`config.mk`:
```
export PLATFORM = sky130hd
export DESIGN_NAME = rom_word_reader
export DESIGN_NICKNAME = d
export VERILOG_FILES = /design/src/rtl/rom_word_reader.sv
export SDC_FILE = /design/constraint.sdc
export NUM_CORES = 1
export LEC_CHECK = 0
export BUFFER_PORTS_ARGS = -buffer_cell sky130_fd_sc_hd__buf_2
export CAP_MARGIN = 20
export CORE_MARGIN = 2
export CORE_UTILIZATION = 30
export DETAILED_ROUTE_END_ITERATION = 8
export GPL_TIMING_DRIVEN = 0
export HOLD_SLACK_MARGIN = 0.05
export PLACE_DENSITY_LB_ADDON = 0.05
export SYNTH_ARGS = -nofsm -noshare
export SYNTH_HDL_FRONTEND = slang
export SYNTH_SLANG_ARGS = --single-unit
```
`constraint.sdc`:
```
create_clock -name clk -period 3.1 [get_ports clk]
set_clock_uncertainty 0.2 [all_clocks]
set_input_delay 0.155 -clock clk [delete_from_list [all_inputs] [get_ports clk]]
set_output_delay 0.155 -clock clk [all_outputs]
set_load 0.1 [all_outputs]
```
`src/rtl/rom_word_reader.sv`:
```
// Purpose: walks NUM_WORDS words of the synchronous program ROM from BASE_ADDR and streams each word with its byte address.
// Latency: the first word is valid 2 cycles after start; each word takes 3 cycles (ISSUE, CAPT, SEND) with out_ready high.
// Backpressure: stalls in SEND with every output held while out_ready is low; abort cancels from any state on the next edge.
module rom_word_reader #(
    parameter int unsigned NUM_WORDS = 1024,
    parameter logic [31:0] BASE_ADDR = 32'h0000_0000
) (
    input  logic        clk,
    input  logic        rst_n,
    input  logic        start,
    input  logic        abort,
    output logic        busy,
    output logic        done,
    output logic [31:0] mem_addr,
    input  logic [31:0] mem_rdata,
    output logic        out_valid,
    input  logic        out_ready,
    output logic [31:0] out_data,
    output logic [31:0] out_addr,
    output logic        out_last
);

    localparam int unsigned      CNT_W     = $clog2(NUM_WORDS + 1);
    localparam logic [CNT_W-1:0] LAST_CNT  = CNT_W'(NUM_WORDS - 1);
    // Force word alignment so the low address bits can never be non-zero
    localparam logic [31:0]      BASE_WORD = {BASE_ADDR[31:2], 2'b00};

    typedef enum logic [1:0] {
        IDLE,
        ISSUE,
        CAPT,
        SEND
    } state_t;

    state_t           state;
    logic [CNT_W-1:0] count;

    // Sweep FSM with all outputs registered; abort wins over every other input
    always_ff @(posedge clk or negedge rst_n) begin
        if (!rst_n) begin
            state     <= IDLE;
            count     <= '0;
            busy      <= 1'b0;
            done      <= 1'b0;
            mem_addr  <= BASE_WORD;
            out_valid <= 1'b0;
            out_data  <= 32'h0;
            out_addr  <= 32'h0;
            out_last  <= 1'b0;
        end else begin
            // done is a single-cycle pulse unless the final handshake sets it below
            done <= 1'b0;
            if (abort) begin
                // Cancel without a done pulse; mem_addr keeps its value
                state     <= IDLE;
                busy      <= 1'b0;
                out_valid <= 1'b0;
                out_last  <= 1'b0;
            end else begin
                case (state)
                    IDLE: begin
                        if (start) begin
                            mem_addr <= BASE_WORD;
                            count    <= '0;
                            busy     <= 1'b1;
                            state    <= ISSUE;
                        end
                    end
                    ISSUE: begin
                        // ROM samples mem_addr on this edge; data shows up next cycle
                        state <= CAPT;
                    end
                    CAPT: begin
                        out_data  <= mem_rdata;
                        out_addr  <= mem_addr;
                        out_valid <= 1'b1;
                        out_last  <= (count == LAST_CNT);
                        state     <= SEND;
                    end
                    SEND: begin
                        if (out_ready) begin
                            out_valid <= 1'b0;
                            out_last  <= 1'b0;
                            if (count == LAST_CNT) begin
                                done  <= 1'b1;
                                busy  <= 1'b0;
                                state <= IDLE;
                            end else begin
                                // 32-bit wrap is intended for sweeps near the top of the map
                                mem_addr <= mem_addr + 32'd4;
                                count    <= count + 1'b1;
                                state    <= ISSUE;
                            end
                        end
                    end
                    default: state <= IDLE;
                endcase
            end
        end
    end

endmodule

```
After elaboration in Yosys (flattened, before gate mapping). Cells that the tools add are included. Widths: inputs -> output; s select.

Bits in registers: 113. Latch bits: 0. RAM bits: 0. ROM bits: 0. Input bits: 37. Word-level logic and storage cells: 58. Memories kept: 0.

Add/subtract/negate cells: 2. $mul: 0. Divide/modulo/power cells: 0. Magnitude comparators: 0. Equal/unequal tests: 10. Shifts and indexed selects: 0. Muxes and demuxes: 27. Bitwise operators: 1. Reductions and logical operators: 9.

Operator list (count): $mux 32 (3); $pmux 32 s2 (1); $mux 11 (3); $add 32x3->32 const B (1); $pmux 11 s2 (1); $mux 1 (12); $add 11x1->11 const B (1); $eq 11x10->1 const B (1); $ne 3x3->1 const B (3); $pmux 2 s4 (1); $mux 2 (3); $ne 2x2->1 const B (3); $pmux 1 s2 (3); $reduce_and 2->1 (3); $reduce_bool 3->1 (2); $reduce_and 5->1 (1); $eq 2x2->1 const B (2); $reduce_and 4->1 (1); $eq 2x1->1 const B (1); $logic_not 2->1 (1); $reduce_bool 2->1 (1); $not 1->1 (1).

Longest topological paths before layout. Gate-level depths: netlist (run 1).

Depth in word-level cells: 5. Depth in mapped cells: 8. Depth with buffers taken out: 7.

Worst setup path after synthesis (run 1). No wires, ideal clock.

Path kind: flip-flop to flip-flop. Start point: register mem_addr[3]. End point: register mem_addr[18]. Setup time: 0.077 ns. Arrival time: 2.496 ns. Data required time: 2.823 ns. Setup slack: 0.327 ns. Cell stages (with the launch flop): 7. Path buffers: 0. Period minus slack after synthesis: 2.773 ns. Cells stage by stage: dfrtp_1 -> ha_1 -> nand4_1 -> nor2_1 -> nand3_2 -> or4_1 -> a21oi_1.

Longest elaborated chain between the ends: 4.

Ends and longest elaborated chain: start: declaration (line 14) `output logic [31:0] mem_addr,`; start signal: assignment (line 90) `mem_addr <= mem_addr + 32'd4;`; $add 32x3->32 (line 90); $mux 32 (line 84) `if (count == LAST_CNT) begin`; $mux 32 (line 81) `if (out_ready) begin`; $pmux 32 s2 (line 60) `case (state)`.

No other way between the ends. The select of a mux whose other input is x is not followed. A chain may end at the register's enable or synchronous reset.

Final worst setup path (run 1).
Start point: register state[0]. End point: register mem_addr[7].

Longest elaborated chain between the ends: 3.

Ends and longest elaborated chain: start: declaration (line 35) `state_t state;`; start signal: assignment (line 41) `state <= IDLE;`; start signal: assignment (line 55) `state <= IDLE;`; start signal: assignment (line 66) `state <= ISSUE;`; $eq 2x2->1 / $logic_not 2->1 (equally long branches) (line 60); $ne 2x2->1 (no source line) / $reduce_bool 2->1 (equally long branches); $reduce_and 5->1 (no source line).

Parallel ways exist; a longest one is shown, timed or not.

==> impl_results.md, run 1 <==
* Status: completed
* Reg2Reg Setup Slack at 390 ps
* Max Clock Freq at 369 MHz
* Inserted Clock Buffers at 9
* Startpoint Class: register
* Largest stage delay on the critical path at 440 ps
* Fraction of final layout cells with drive strength greater than 1 at 0.391
* Setup slack after layout at 393 ps
* Worst Reg-to-Reg Cells at 8
* Share of synthesized flip-flops with an asynchronous set or reset at 1.00
* Initial detailed-routing violation count at 144
* Signal arrival time at the worst endpoint at 2730 ps
* Number of enable flip-flop cells after synthesis at 0
* Die width at 132 um
* Total power divided by cell area at 936 nW/um^2
* Total of max-cap violations at 0
* Antenna viol nets, final at 0
* Final setup violation count at 0
* Hold violation count in the final report at 0
* Cell breakdown of the critical path: ha_1 -> nand2b_1 -> buf_2 -> nand3_2 -> nor2_1 -> buf_4 -> clkbuf_1 -> nor2_1
* WP data required at 3120 ps
* H-Tree Level Count at 3
* Portion of the post-synthesis area used by sequential elements at 0.553
* Slowest library cell on the worst path: clkbuf_1
* Mean cell area of the mapped netlist at 11.9 um^2
* Fraction of synthesized cell area in xor and xnor cells at 0.0497
* Maximum number of pins on one net before global-route repair at 67
* Fin nets at 640
* Via count of the first global-routing pass at 3922
* Main synth FF type: dfrtp_1
* Unique cell type count in the Yosys netlist at 44
* Clock Pin Slew Worst Setup and Hold Paths at 70 ps
* PnR Total Power at 6.20 mW
* Vias after detailed routing at 3812
* Row cnt at 46
* Setup TNS after final layout at 0 ps
* Die outline area at 17500 um^2
* Floorplan Core Area at 16000 um^2
* Tcrit/Tclk final at 0.873
* Post-synthesis sequential element count at 109
* Worst R2R Start: state[0]$_DFFE_PN0P_
* Overall routed net length at 12700 um
* Tightest slew margin relative to the limit at 0.546
* Worst slew pin tran at 676 ps
* Post-placement setup slack at 355 ps
* Sum of net half-perimeters after detailed placement at 8910 um
* Count of final max-slew check failures at 0
* Cell family contributing the most delay on the critical path: buffers and inverters
* Pleak at 3.16 nW
* Overall die height at 132 um
* Buf/Inv on CP at 3
* Resized Gates After CTS at 0
* Top-area cell type share of the netlist area at 0.553
* First-pass GRT wire length at 21100 um
* Kind of critical path: reg2reg
* Largest cells by area after synthesis: dfrtp_1, mux2_2, xnor2_1
* Synth Area in Compound Gates at 0.0421
* Clock tree root driver cell: clkbuf_16
* Total cell area at the placement stage at 5910 um^2
* Clock sink count at 109
* Fill cell total of the finished layout at 1624
* Antenna Diode Count at 0
* Worst path most repeated cell: nor2_1
* Clock insertion delay at the later pin of the skew report at 350 ps
* Post-route DRC at 0
* Number of port buffers at 132
* Share of synthesized cell area in and, or, nand and nor gates at 0.170
* Cell type contributing the most total cell area after synthesis: dfrtp_1
* Routed len/inst at 15.5 um
* Clock tree from TritonCTS: built
* Crit path max fanout at 10
* Setup repair after global routing missed its margin: false
* Number of cells on the critical path at 8
* Synth warn at 0
* Total grt overflow at 0
* I/O pin count at 137
* Routability-driven placement congestion ratio at 0.705
* Main combinational cell family by area after synthesis: simple AND/OR/NAND/NOR gates
* Adder and majority cell fraction of the synthesized area at 0.0127
* Post-Syn Area at 4930 um^2
* Layout-stage area growth over the synthesis result at 34.3%
* Overall routing resource usage at 0.151
* Instance count of the mapped netlist at 414
* Vias per std cell at 4.65
* Antenna violations before repair at 0
* Hold Crit Class: in2async
* Worst setup startpoint: state[0]$_DFFE_PN0P_
* Initial Utilization at 0.308
* Worst vdd ir at 0.536 mV
* Deepest clock path buffer count at 2
* Clock period minus final worst setup slack at 2710 ps
* Worst setup path end: mem_addr[7]$_DFFE_PN0P_
* Reg2reg end: mem_addr[7]$_DFFE_PN0P_
* Design area at 6620 um^2
* Multiplexer share of the synthesized area at 0.142
* Final core utilization at 0.414
* First-pass iteration count of the detailed router at 4
* Kind of capture point of the worst setup path: register
-- cell families after synthesis --
| family | count (synthesis) |
|---|---|
| compound gates | 37 |
| xor+xnor | 28 |
| fa+ha+maj | 5 |
| buf+inv | 27 |
| flops | 109 |
| mux | 62 |
| other cells | 1 |
| simple gates | 145 |
-- layer usage --
layer,wire [um],up-vias,global-route usage
met3,531,10,0.0377
met2,6160,87,0.250
li1,-,1838,-
met1,5890,1877,0.200
met4,110,0,0.0382
met5,0,-,0
-- metrics by stage --
step / hold WS (ps) / std cells
CTS: 112 / 819
finish: 104 / 819
global placement: 187 / 765
detailed placement: -79.7 / 766
global route: 120 / 819
floorplan: -341 / 417
-- cell usage in the layout (no fill, tap or decap), types with 6 or more instances in the layout --
| master | count |
|---|---|
| nor3_1 | 8 |
| a21oi_1 | 14 |
| dlygate4sd3_1 | 37 |
| mux2_2 | 62 |
| clkbuf_16 | 9 |
| or3_1 | 7 |
| dfrtp_1 | 109 |
| nand4_1 | 10 |
| nand2_1 | 18 |
| clkbuf_1 | 11 |
| inv_1 | 6 |
| nand3_1 | 18 |
| o21ai_0 | 13 |
| xnor2_1 | 25 |
| buf_2 | 133 |
| nor4_1 | 14 |
| nor2_1 | 38 |
-- area by class of cell --
type	count	area [um^2]	share of cell area
Tap cell	216	270	0.0408
Clock buffer	13	280	0.0423
Multi-Input combinational cell	281	2070	0.312
Timing Repair Buffer	170	1060	0.161
Sequential cell	109	2730	0.412
Buffer	21	123	0.0185
Clock inverter	3	65.1	0.00983
Inverter	6	22.5	0.00340
-- power by group --
part / switching, mW / internal [mW] / leakage [nW]
registers: 0.139 / 1.69 / 1.46
logic: 2.46 / 0.587 / 1.53
clock network: 0.524 / 0.796 / 0.172
-- cell usage after synthesis (3+ instances only) --
| master | n |
|---|---|
| nor3_1 | 8 |
| nor4_1 | 14 |
| xor2_1 | 3 |
| a21oi_1 | 14 |
| or3_1 | 7 |
| o21ai_0 | 13 |
| nand4_1 | 10 |
| and3_1 | 4 |
| or4_1 | 3 |
| mux2_2 | 62 |
| or2_2 | 3 |
| nand3_1 | 18 |
| nand2_1 | 18 |
| clkbuf_1 | 11 |
| nor4_2 | 3 |
| buf_4 | 5 |
| xnor2_1 | 25 |
| nand2b_1 | 3 |
| dfrtp_1 | 109 |
| buf_6 | 3 |
| nor3b_1 | 3 |
| nor2_1 | 38 |
| ha_1 | 5 |
| inv_1 | 6 |
-- worst min path at each step --
stage                                           to
after global placement    out_data[19]$_DFFE_PN0P_
after global routing      out_addr[25]$_DFFE_PN0P_
final                     out_addr[23]$_DFFE_PN0P_
after floorplan                   busy$_DFFE_PN0P_
after CTS                 out_addr[23]$_DFFE_PN0P_
after detailed placement  out_addr[25]$_DFFE_PN0P_
-- worst reg2reg max path, cell delays in order (launching register included) --
cell and delay (ps):
dfrtp_1 420, ha_1 340, nand2b_1 110, buf_2 170, nand3_2 250, nor2_1 300
buf_4 230, clkbuf_1 440, nor2_1 110
-- flip-flops by register name, indices dropped and copies added (netlist names) --
signal     count
out_data      32
mem_addr      30
out_addr      30
count         11
state          2
busy           1
done           1
out_last       1
out_valid      1
-- repair_timing --
item	4_1_cts	5_1_grt
buffers inserted	0	0
hold endpoints to repair	147	0
hold buffers	37	0
Power figures use the tool's default switching activity.
==> run 2: changes to the inputs <==
--- a/config.mk
+++ b/config.mk
@@ -7,11 +7,12 @@
 export LEC_CHECK = 0
 export BUFFER_PORTS_ARGS = -buffer_cell sky130_fd_sc_hd__buf_2
 export CAP_MARGIN = 20
+export CELL_PAD_IN_SITES_DETAIL_PLACEMENT = 2
+export CELL_PAD_IN_SITES_GLOBAL_PLACEMENT = 2
 export CORE_MARGIN = 2
 export CORE_UTILIZATION = 30
 export DETAILED_ROUTE_END_ITERATION = 8
 export GPL_TIMING_DRIVEN = 0
-export HOLD_SLACK_MARGIN = 0.05
 export PLACE_DENSITY_LB_ADDON = 0.05
 export SYNTH_ARGS = -nofsm -noshare
 export SYNTH_HDL_FRONTEND = slang
==> run 2 against run 1 <==
The run now ends with hold timing left. Via count rose by 4.0%. Non-clock buffer count fell by 1. Largest power group unchanged. Design area fell by 0.94%. Final cell count fell by 0.12%. Routed wire length rose by 14%. Register-to-register slack got worse by 170 ps. Sequential power barely moved. Maximum frequency fell by 6.1%.
==> impl_results.md, run 2 (same netlist as run 1, synthesis figures left out) <==
* Hold Crit Class: in2reg (was in2async)
* Hold violation count in the final report at 1 (was 0)
* Routability-driven placement congestion ratio at 0.727 (was 0.705)
* Kind of capture point of the worst setup path: register (unchanged)
* I/O pin count at 137 (unchanged)
* Deepest clock path buffer count at 2 (unchanged)
* Max Clock Freq at 347 MHz (was 369 MHz)
* Status: finished, violations left (was completed)
* Reg2reg end: state[0]$_DFFE_PN0P_ (was mem_addr[7]$_DFFE_PN0P_)
* Worst Reg-to-Reg Cells at 6 (was 8)
* Resized Gates After CTS at 0 (unchanged)
* Total cell area at the placement stage at 5910 um^2 (unchanged)
* Worst vdd ir at 0.647 mV (was 0.536 mV)
* Flip-flop count of the largest register after layout at 32 (unchanged)
* Part of the total power dissipated in the clock network at 0.191 (was 0.213)
* Initial Utilization at 0.308 (unchanged)
* Setup repair after global routing missed its margin: false (unchanged)
* Post-route DRC at 0 (unchanged)
* Clock sink count at 109 (unchanged)
* Fin nets at 639 (was 640)
* Antenna violations before repair at 0 (unchanged)
* Setup TNS after final layout at 0 ps (unchanged)
* Total power divided by cell area at 928 nW/um^2 (was 936 nW/um^2)
* Setup bufs post-CTS at 0 (unchanged)
* Final setup violation count at 0 (unchanged)
* Share of power burned in registers at 0.303 (was 0.295)
* Hold buffer count at CTS at 36 (was 37)
* Worst slew pin tran at 731 ps (was 676 ps)
* Vias after detailed routing at 3966 (was 3812)
* Total of max-cap violations at 0 (unchanged)
* Sum of net half-perimeters after detailed placement at 10100 um (was 8910 um)
* Clock period minus final worst setup slack at 2880 ps (was 2710 ps)
* Signal arrival time at the worst endpoint at 2930 ps (was 2730 ps)
* Registers with the highest flip-flop counts: out_data (32), mem_addr (30), out_addr (30) (unchanged)
* Die width at 132 um (unchanged)
* Tcrit/Tclk final at 0.930 (was 0.873)
* Via count of the first global-routing pass at 4547 (was 3922)
* Post-placement setup slack at 265 ps (was 355 ps)
* Clock insertion delay at the later pin of the skew report at 360 ps (was 350 ps)
* Count of final max-slew check failures at 0 (unchanged)
* Startpoint Class: register (unchanged)
* Die outline area at 17500 um^2 (unchanged)
* Design area at 6560 um^2 (was 6620 um^2)
* Floorplan Core Area at 16000 um^2 (unchanged)
* Clock Pin Slew Worst Setup and Hold Paths at 80 ps (was 70 ps)
* WP data required at 3140 ps (was 3120 ps)
* Violated checks: hold timing
* Initial detailed-routing violation count at 85 (was 144)
* Most common cell after layout, fill and taps aside: buf_2 (unchanged)
* Crit path max fanout at 10 (unchanged)
* Setup slack after layout at 218 ps (was 393 ps)
* Clock tree root driver cell: clkbuf_16 (unchanged)
* Min-delay src: start
* Number of port buffers at 132 (unchanged)
* First-pass GRT wire length at 24300 um (was 21100 um)
* Worst slack on hold paths at -1.46 ps (was 104 ps)
* Number of cells on the worst hold path at 5
* Kind of critical path: reg2reg (unchanged)
* Pleak at 3.13 nW (was 3.16 nW)
* End point of the worst hold path: busy$_DFFE_PN0P_
* Maximum number of pins on one net before global-route repair at 78 (was 67)
* Tightest slew margin relative to the limit at 0.509 (was 0.546)
* Layout-stage area growth over the synthesis result at 33.0% (was 34.3%)
* Overall die height at 132 um (unchanged)
* First-pass iteration count of the detailed router at 4 (unchanged)
* Routed len/inst at 17.7 um (was 15.5 um)
* Power dissipated by switching net loads at 3.22 mW (was 3.12 mW)
* Overall routing resource usage at 0.175 (was 0.151)
* Combinational group share of total power at 0.506 (was 0.492)
* Internal power contribution at 2.86 mW (was 3.07 mW)
* Antenna Diode Count at 0 (unchanged)
* Net switching fraction of the power at 0.530 (was 0.504)
* Most frequent cells in the layout: buf_2, dfrtp_1, mux2_2 (unchanged)
* Worst R2R Start: count[1]$_DFFE_PN0P_ (was state[0]$_DFFE_PN0P_)
* Fraction of final layout cells with drive strength greater than 1 at 0.392 (was 0.391)
* Antenna viol nets, final at 0 (unchanged)
* Row cnt at 46 (unchanged)
* Reg2Reg Setup Slack at 220 ps (was 390 ps)
* Fill cell total of the finished layout at 1747 (was 1624)
* Register containing the most flip-flops in the final layout: out_data (unchanged)
* Vias per std cell at 4.85 (was 4.65)
* Clock tree from TritonCTS: built (unchanged)
* H-Tree Level Count at 3 (unchanged)
* Inserted Clock Buffers at 9 (unchanged)
* Total grt overflow at 0 (unchanged)
* Overall routed net length at 14400 um (was 12700 um)
==> run 2: changes by cell type in the layout (fill, tap and decap cells not counted), sizes merged <==
cell / delta
bufinv: -2
clkinv: +1
inv: +3
dlygate4sd3: -1
clkinvlp: +1
clkbuf: -3
==> run 2: worst max-delay path by stage <==
| stage | startpoint | endpoint | slack (ps) | cells after the start |
|---|---|---|---|---|
| 2_1_floorplan | mem_addr[3]$_DFFE_PN0P_ | mem_addr[18]$_DFFE_PN0P_ | 330 | 6 |
| 3_3_place_gp | rst_n | out_data[12]$_DFFE_PN0P_ | 210 | 1 |
| 3_5_place_dp | state[0]$_DFFE_PN0P_ | mem_addr[9]$_DFFE_PN0P_ | 270 | 8 |
| 4_1_cts | count[1]$_DFFE_PN0P_ | state[0]$_DFFE_PN0P_ | 250 | 6 |
| 5_1_grt | count[1]$_DFFE_PN0P_ | state[0]$_DFFE_PN0P_ | 5 | 6 |
| 6_report | count[1]$_DFFE_PN0P_ | state[0]$_DFFE_PN0P_ | 220 | 6 |
==> run 2: power by group through the flow <==
stage	clock network (mW)	logic [mW]	registers, mW
after floorplan	0	0.659	3.68
after global placement	0	3.01	1.85
after detailed placement	0	3.06	1.87
after CTS	1.21	3.11	1.84
after global routing	1.27	3.21	1.88
final	1.16	3.08	1.84
==> run 2: layout make-up <==
type / instances / area, um^2 / share of cell area
Multi-Input combinational cell: 281 / 2070 / 0.315
Clock inverter: 6 / 53.8 / 0.00820
Buffer: 21 / 123 / 0.0187
Inverter: 6 / 22.5 / 0.00343
Timing Repair Buffer: 169 / 1050 / 0.161
Tap cell: 216 / 270 / 0.0412
Sequential cell: 109 / 2730 / 0.416
Clock buffer: 10 / 239 / 0.0364
==> run 2: per-stage QoR <==
step	power, mW	instances	util
after floorplan	4.34	417	-
after global placement	4.86	765	0.367
after detailed placement	4.93	766	0.369
after CTS	6.17	818	0.410
after global routing	6.37	818	0.410
final	6.08	818	0.410
==> run 2: layer usage <==
layer | global-route usage | part of all wire | vias up
li1 | - | - | 1837
met1 | 0.215 | 0.44 | 2038
met2 | 0.313 | 0.51 | 77
met3 | 0.0288 | 0.032 | 14
met4 | 0.0562 | 0.013 | 0
met5 | 0 | 0 | -
==> run 2: worst max-delay path, stage by stage, from the launching register on <==
cell and delay (ps):
dfrtp_1 390, ha_1 190, nand3_1 220, nor4_1 550, clkbuf_1 470, a41oi_1 170, dlygate4sd3_1 580
